### config.mk
export PLATFORM = sky130hd
export DESIGN_NAME = serializador_buffer
export DESIGN_NICKNAME = d
export VERILOG_FILES = /design/src/rtl/serializador_pkg.sv /design/src/rtl/serializador_buffer.sv
export SDC_FILE = /design/constraint.sdc
export NUM_CORES = 1
export LEC_CHECK = 0
export BUFFER_PORTS_ARGS = -buffer_cell sky130_fd_sc_hd__buf_4
export CAP_MARGIN = 40
export CORE_UTILIZATION = 50
export CTS_BUF_LIST = sky130_fd_sc_hd__clkbuf_4 sky130_fd_sc_hd__clkbuf_8
export DETAILED_ROUTE_END_ITERATION = 7
export GPL_ROUTABILITY_DRIVEN = 0
export PLACE_DENSITY = 0.72
export SLEW_MARGIN = 10
export SYNTH_ARGS = -nofsm -noshare
export SYNTH_HDL_FRONTEND = slang
export SYNTH_SLANG_ARGS = --single-unit
### constraint.sdc
create_clock -name clk_i -period 5.4 [get_ports clk_i]
set_clock_uncertainty 0.15 [all_clocks]
set_input_delay 0.81 -clock clk_i [delete_from_list [all_inputs] [get_ports clk_i]]
set_output_delay 0.81 -clock clk_i [all_outputs]
set_load 0.02 [all_outputs]
### src/rtl/serializador_pkg.sv
// rtl/serializador_pkg.sv - shared types and default sizes for the buffer serializer
//
// Purpose : FSM state encoding and default word/chunk widths used by
//           serializador_buffer and anything that instantiates it.
// Contents: estado_t (IDLE, SEND), WIDTH_DEF, OUT_WIDTH_DEF.

package serializador_pkg;

    typedef enum logic {
        IDLE = 1'b0,
        SEND = 1'b1
    } estado_t;

    localparam int WIDTH_DEF     = 64;
    localparam int OUT_WIDTH_DEF = 8;

endpackage : serializador_pkg

### src/rtl/serializador_buffer.sv
// rtl/serializador_buffer.sv - pops words from a FWFT circular buffer and streams them out in narrow chunks
//
// Purpose : Consumer of the BufferCircular FIFO. Each popped WIDTH-bit word is
//           sent as WIDTH/OUT_WIDTH chunks, least significant chunk first, on a
//           valid/ready stream. A new word is reloaded on the same edge the last
//           chunk of the previous word is accepted, so a sustained stream has no
//           bubbles between words.
// Ports   :
//   clk_i       in   1          clock, rising edge
//   rstn_i      in   1          asynchronous reset, active low
//   vacia_i     in   1          buffer empty flag
//   dato_i      in   WIDTH      buffer head word (valid whenever vacia_i=0)
//   delecion_o  out  1          pop request, takes effect on the same edge
//   valid_o     out  1          data_o holds a valid chunk
//   ready_i     in   1          sink accepts the chunk this cycle
//   data_o      out  OUT_WIDTH  current output chunk
//   ultimo_o    out  1          data_o is the last chunk of its word
//   ocupado_o   out  1          a word is held (state SEND)

module serializador_buffer
    import serializador_pkg::*;
#(
    parameter int WIDTH     = WIDTH_DEF,
    parameter int OUT_WIDTH = OUT_WIDTH_DEF
) (
    input  logic                 clk_i,
    input  logic                 rstn_i,
    input  logic                 vacia_i,
    input  logic [WIDTH-1:0]     dato_i,
    output logic                 delecion_o,
    output logic                 valid_o,
    input  logic                 ready_i,
    output logic [OUT_WIDTH-1:0] data_o,
    output logic                 ultimo_o,
    output logic                 ocupado_o
);

    localparam int NUM_CHUNKS = WIDTH / OUT_WIDTH;
    // Keep the counter at least one bit wide so a one-chunk configuration still elaborates.
    localparam int CNT_SIZE   = (NUM_CHUNKS > 1) ? $clog2(NUM_CHUNKS) : 1;
    localparam logic [CNT_SIZE-1:0] LAST_CNT = CNT_SIZE'(NUM_CHUNKS - 1);

    if ((WIDTH % OUT_WIDTH) != 0) begin : g_width_check
        $error("serializador_buffer: WIDTH must be a multiple of OUT_WIDTH");
    end

    estado_t             estado;
    estado_t             estado_sig;
    logic [WIDTH-1:0]    shreg;
    logic [CNT_SIZE-1:0] cnt;

    logic handshake;   // chunk accepted on the coming edge
    logic es_ultimo;   // chunk on data_o is the last of its word
    logic carga;       // load dato_i into shreg (always coincides with a pop)
    logic avanza;      // shift to the next chunk of the same word

    always_comb begin
        estado_sig = estado;
        valid_o    = 1'b0;
        data_o     = '0;
        ultimo_o   = 1'b0;
        ocupado_o  = 1'b0;
        delecion_o = 1'b0;
        handshake  = 1'b0;
        es_ultimo  = 1'b0;
        carga      = 1'b0;
        avanza     = 1'b0;

        case (estado)
            IDLE: begin
                // Head word is valid as soon as vacia_i falls; take it immediately.
                delecion_o = !vacia_i;
                carga      = !vacia_i;
                if (!vacia_i) begin
                    estado_sig = SEND;
                end
            end

            SEND: begin
                // valid_o and data_o come only from registered state, never from ready_i.
                valid_o   = 1'b1;
                ocupado_o = 1'b1;
                data_o    = shreg[OUT_WIDTH-1:0];
                es_ultimo = (cnt == LAST_CNT);
                ultimo_o  = es_ultimo;
                handshake = ready_i;
                avanza    = handshake && !es_ultimo;

                if (handshake && es_ultimo) begin
                    if (!vacia_i) begin
                        // Back-to-back reload: pop the next word in the same cycle.
                        delecion_o = 1'b1;
                        carga      = 1'b1;
                    end else begin
                        estado_sig = IDLE;
                    end
                end
            end

            default: begin
                estado_sig = IDLE;
            end
        endcase
    end

    always_ff @(posedge clk_i or negedge rstn_i) begin
        if (!rstn_i) begin
            estado <= IDLE;
            shreg  <= '0;
            cnt    <= '0;
        end else begin
            estado <= estado_sig;
            if (carga) begin
                shreg <= dato_i;
                cnt   <= '0;
            end else if (avanza) begin
                shreg <= shreg >> OUT_WIDTH;
                cnt   <= cnt + CNT_SIZE'(1);
            end
        end
    end

endmodule : serializador_buffer
-- Word-level counts from Yosys, hierarchy flattened
Cells that the tools add are included.
- bitwise gates (word level): 1
- multiplexer cells: 13
- add/sub/neg operators: 1
- equal/unequal tests: 1
- reduce and logical (&&, ||, !) cells: 5
- shift-type cells: 0
- magnitude comparators: 0
- divide/modulo/power cells: 0
- multipliers: 0
- operators by type and width (operator ; number):
    $mux W64 ; 2
    $mux W8 ; 1
    $mux W1 ; 6
    $mux W3 ; 2
    $pmux W1 S2 ; 2
    $add A3 B1 Y3 const B ; 1
    $eq A3 B3 Y1 const B ; 1
    $logic_and A1 B1 Y1 ; 2
    $logic_not A1 Y1 ; 2
    $reduce_bool A2 Y1 ; 1
    $not A1 Y1 ; 1
- flip-flop bits (word level): 68
- bits in latches: 0
- output and inout bits: 12
- memories: 0
- word-level logic and storage cells: 24
- bits of input ports: 68
- ROM bits: 0
- bits in writable memories: 0

-- Logic depth before layout (Yosys ltp)
- depth after elaboration: 6
- mapped depth: 8
- gate-level depth less buffers: 6

-- Worst setup path before layout
Ideal clock, no wire load.
- path type: register to output
- start point: register cnt[0]
- end point: output delecion_o
- setup slack: 2.941 ns
- stages on the path, launching flop included: 8
- buffers on the path: 2
- required time: 4.440 ns
- arrival: 1.499 ns
- cell sequence: dfrtp_1 > ha_1 > ha_1 > a21boi_4 > or2_1 > buf_2 > inv_2 > buf_6
- longest elaborated chain between the ends: 4
- ends and longest elaborated chain (item ; RTL line ; text):
    start, declared ; serializador_buffer.sv:50 ; logic [CNT_SIZE-1:0] cnt;
    start signal, assigned ; serializador_buffer.sv:118 ; cnt <= cnt + CNT_SIZE'(1);
    $eq A3 B3 Y1 ; serializador_buffer.sv:84 ; es_ultimo = (cnt == LAST_CNT);
    $logic_and A1 B1 Y1 ; serializador_buffer.sv:89 ; if (handshake && es_ultimo) begin
    $mux W1 ; serializador_buffer.sv:89 ;
    $pmux W1 S2 ; serializador_buffer.sv:69 ; case (estado)
    end, declared ; serializador_buffer.sv:30 ; output logic delecion_o,
No other way between the ends.

-- Worst setup path after layout
Ends and elaborated chain as after synthesis.

==> results <==
- The number of instances in the synthesized netlist is about 250.
- The die covers between 6000 and 7000 sq um.
- The number of nets produced by synthesis is roughly 320.
- The tool flagged a number of max-cap violations equal to 0.
- The initial antenna violation count was 0.
- The run finished with clean final reports.
- The number of pins with negative max-slew slack in the final report was 0.
- The finished layout holds just over 400 standard cells, fillers aside.
- Of the available clock period, the critical path in the final layout requires 55.73%.
- The die is between 80 and 90 um wide.
- Summing all non-filler instances in the final layout gives an area of between 3000 and 4000 sq um.
- The count of hold-fix buffers inserted at cts is 0.
- The worst setup path category is reg2out.
- The initial utilization of the core area, before any placement, comes to 51.89%.
- Yosys mapped the design onto 24 distinct sky130hd cell types.
- The number of DRC markers after the initial detailed-route iteration is around 170.
- The global route total overflow is 0.
- STA puts the critical path data arrival time at just over 2 ns.
- The final count of hold timing violations is 0.
- Together, buffers and inverters on the worst path number 2.
- Counting stages on the worst path, the most repeated cell is sky130_fd_sc_hd__ha_1.
- The post-layout minimum cycle time is 3.009 ns.
- The first-pass GRT wire length is 10,900 um.
- The worst reg-to-reg path cell count is 6.
- The number of global-route vias before repair is roughly 2,200.
- In this run the worst hold path is classified as in2async.
- The layout-stage area growth over the synthesis result is 26.56%.
- The worst pin sits at a relative slew slack of 51.92%.
- The overall routing resource usage is 22.78%.
- The top cell types in the final layout, fill and taps aside, are sky130_fd_sc_hd__buf_4 (81), sky130_fd_sc_hd__dfrtp_1 (68), sky130_fd_sc_hd__nand2b_1 (43), sky130_fd_sc_hd__o221a_2 (41), sky130_fd_sc_hd__and2_1 (24).
- Summing all placed instances gives a cell area of 3739 sq um.
- The clock input transition at the sequential cells of the worst setup and hold paths is roughly 0.070 ns.
- The worst-case register-to-register setup slack is 2.87 ns.
- Timing would allow up to between 300 and 400 MHz.
- The post-synthesis average cell area is roughly 12 sq um.
- The most common library cell in the layout ignoring fill and taps is sky130_fd_sc_hd__buf_4.
- The critical-path maximum fanout is 19.
- The post-synthesis cell area is roughly 3100 sq um.
- Pin placement for this block handled 80 I/O pins.
- Dividing the detail-routed wire length by the instance count gives about 17 um.
- During synthesis, Yosys emitted a total of 0 warnings.
- The critical path required time is approximately 4.4 ns.
- The clock passes through at most 2 buffers.
- The largest stage delay on the critical path is approximately 0.37 ns.
- In this run the number of H-tree levels came out at 3.
- The cell count after placement is a little under 400.
- For this design the ratio of total power to cell area is about 470 nW/um^2.
- The sequential share of the synthesized area is between 50% and 60%.
- Before antenna repair, the detailed router went through 5 iterations.
- The post-CTS setup buffer count is 0.
- The ratio of cells with drive above 1 in the final layout is a little over two fifths.
- The final antenna diode count is 0.
- The sum of negative setup slack is 0 ns.
- The number of failing setup endpoints in the final timing report is 0.
- In this run the number of cells on the critical path is 6.
- The slowest stage of the critical path belongs to the cell sky130_fd_sc_hd__dfrtp_1.
- The total of flip-flops plus latches after synthesis is 68.
- The critical path goes through ha_1, ha_1, a21boi_4, or2_2, inv_2, buf_4.
- The placement row count is 28.
- The layout has 475 filler cells.
- Using the TritonRoute via totals, the vias-per-cell ratio works out to 5.627.
- The tree is rooted in a sky130_fd_sc_hd__clkbuf_8.
- Wires add up to 6967 um.
- Once detail routing completed, the nets flagged for antenna violations numbered 0.
- The post-cts repair resize count is 0.
- The final layout net count is 397.
- The element type at the critical path start is a register.
- STA classifies the critical path endpoint as a primary output.
- Across the VDD grid, the largest voltage drop is between 0.0002 and 0.00025 V.
- For this design the static power due to leakage is 1.772 nW.
- Entering global routing, the biggest net connects 50 pins.
- The total number of vias is between 2,000 and 2,500.
- Setup repair after global routing left no endpoint under its margin.
- The number of buffers added by the clock tree synthesis step is 9.
- Counting every sink on the clock net gives around 70.
- Summed over all nets, the half-perimeter wirelength after detailed placement is ~4700 um.
- The total DRC errors in the routed layout is 0.
- Input and output buffers added on the ports amount to ~80.
- The die is about 81 um tall.
- The core region is between 5000 and 6000 sq um.
- At the pin with the least slew margin, the transition time is just over 0.7 ns.
- TritonCTS built the clock tree.
- The cell type group with the largest total delay on the critical path is buffers and inverters.
- At the later pin of the worst-skew pair, clock insertion delay measures roughly 0.34 ns.
==> report_power, final <==
part	switching [W]	internal [W]	leakage [nW]
clock network	0.000190	0.000181	0.0923
logic	0.000262	0.000368	0.882
registers	0.000111	0.000717	0.798
==> sequential cells by signal, summed over array words and instances (netlist names) <==
| register | count |
|---|---|
| shreg | 64 |
| cnt | 3 |
| estado | 1 |
==> logic make-up after synthesis <==
group / Yosys count / share of synthesized area [%]
AOI/OAI and AO/OA: 77 / 24.49
xor gates and xnor gates: 1 / 0.2835
adders and majority gates: 2 / 0.8096
buffers and inverters: 31 / 4.453
DFF: 68 / 55.06
and+or+nand+nor: 75 / 14.90
==> area by class of cell <==
type	count	area (sq um)	share of cell area (%)
flip-flops and latches	68	1702	43.51
multi-input cells	155	1257	32.15
repair buffers	83	648.1	16.57
clock buffers	11	145.1	3.711
well taps	75	93.84	2.399
inverters	10	37.54	0.9597
clock inverters	5	27.53	0.7038
==> worst reg2reg max path: stages, from the launching register on <==
cell and delay (ns):
sky130_fd_sc_hd__dfrtp_1 0.40, sky130_fd_sc_hd__ha_1 0.21, sky130_fd_sc_hd__ha_1 0.24, sky130_fd_sc_hd__nand2b_1 0.20, sky130_fd_sc_hd__a22oi_2 0.59, sky130_fd_sc_hd__buf_4 0.42
sky130_fd_sc_hd__o221a_2 0.27
==> per-stage QoR <==
| step | setup slack [ns] | hold slack, ns | power (W) | utilization [%] |
|---|---|---|---|---|
| after floorplan | 2.941 | 0.3200 | 0.001260 | - |
| after global placement | 2.643 | 0.3373 | 0.001435 | 62.10 |
| after detailed placement | 2.623 | 0.3414 | 0.001468 | 62.77 |
| after CTS | 2.378 | 0.2568 | 0.001840 | 65.67 |
| after global routing | 2.274 | 0.2733 | 0.001939 | 65.67 |
| final | 2.391 | 0.2438 | 0.001828 | 65.67 |
==> synthesized netlist by cell type <==
cell                       number  area [sq um]
sky130_fd_sc_hd__a21boi_4       1         18.77
sky130_fd_sc_hd__a21oi_1        2         10.01
sky130_fd_sc_hd__a221o_1       15         150.1
sky130_fd_sc_hd__a22o_1         1         8.760
sky130_fd_sc_hd__a22oi_1        1         7.510
sky130_fd_sc_hd__and2_1        24         150.1
sky130_fd_sc_hd__and3b_1        1         8.760
sky130_fd_sc_hd__buf_2          5         25.02
sky130_fd_sc_hd__buf_4          2         15.01
sky130_fd_sc_hd__buf_6          1         11.26
sky130_fd_sc_hd__clkbuf_1      13         48.80
sky130_fd_sc_hd__dfrtp_1       68          1702
sky130_fd_sc_hd__ha_1           2         25.02
sky130_fd_sc_hd__inv_1          9         33.78
sky130_fd_sc_hd__inv_2          1         3.750
sky130_fd_sc_hd__nand2_1        4         15.01
sky130_fd_sc_hd__nand2b_1      43         269.0
sky130_fd_sc_hd__nand3b_1       1         7.510
sky130_fd_sc_hd__nor2_1         1         3.750
sky130_fd_sc_hd__o211ai_1       8         60.06
sky130_fd_sc_hd__o21ai_0        8         40.04
sky130_fd_sc_hd__o221a_2       41         461.7
sky130_fd_sc_hd__or2_1          1         6.260
sky130_fd_sc_hd__xnor2_1        1         8.760
==> per-layer routing <==
| metal | vias up | share of wire, % | global-route usage, % |
|---|---|---|---|
| met5 | - | 0 | 0 |
| met4 | 0 | 2.3 | 10.18 |
| met3 | 15 | 5.4 | 5.000 |
| met2 | 80 | 47 | 34.24 |
| met1 | 1107 | 45 | 31.43 |
| li1 | 1088 | - | - |
==> path summary, 6_finish.rpt <==
check / from / endpoint
worst max-delay path: cnt[0] / delecion_o
worst min-delay path: rstn_i / shreg[15]
worst max register to register: cnt[0] / shreg[34]
worst min register to register: shreg[43] / shreg[43]
max in group asynchronous: rstn_i / shreg[52]
min in group clk_i: shreg[43] / shreg[43]
Power figures use the tool's default switching activity.
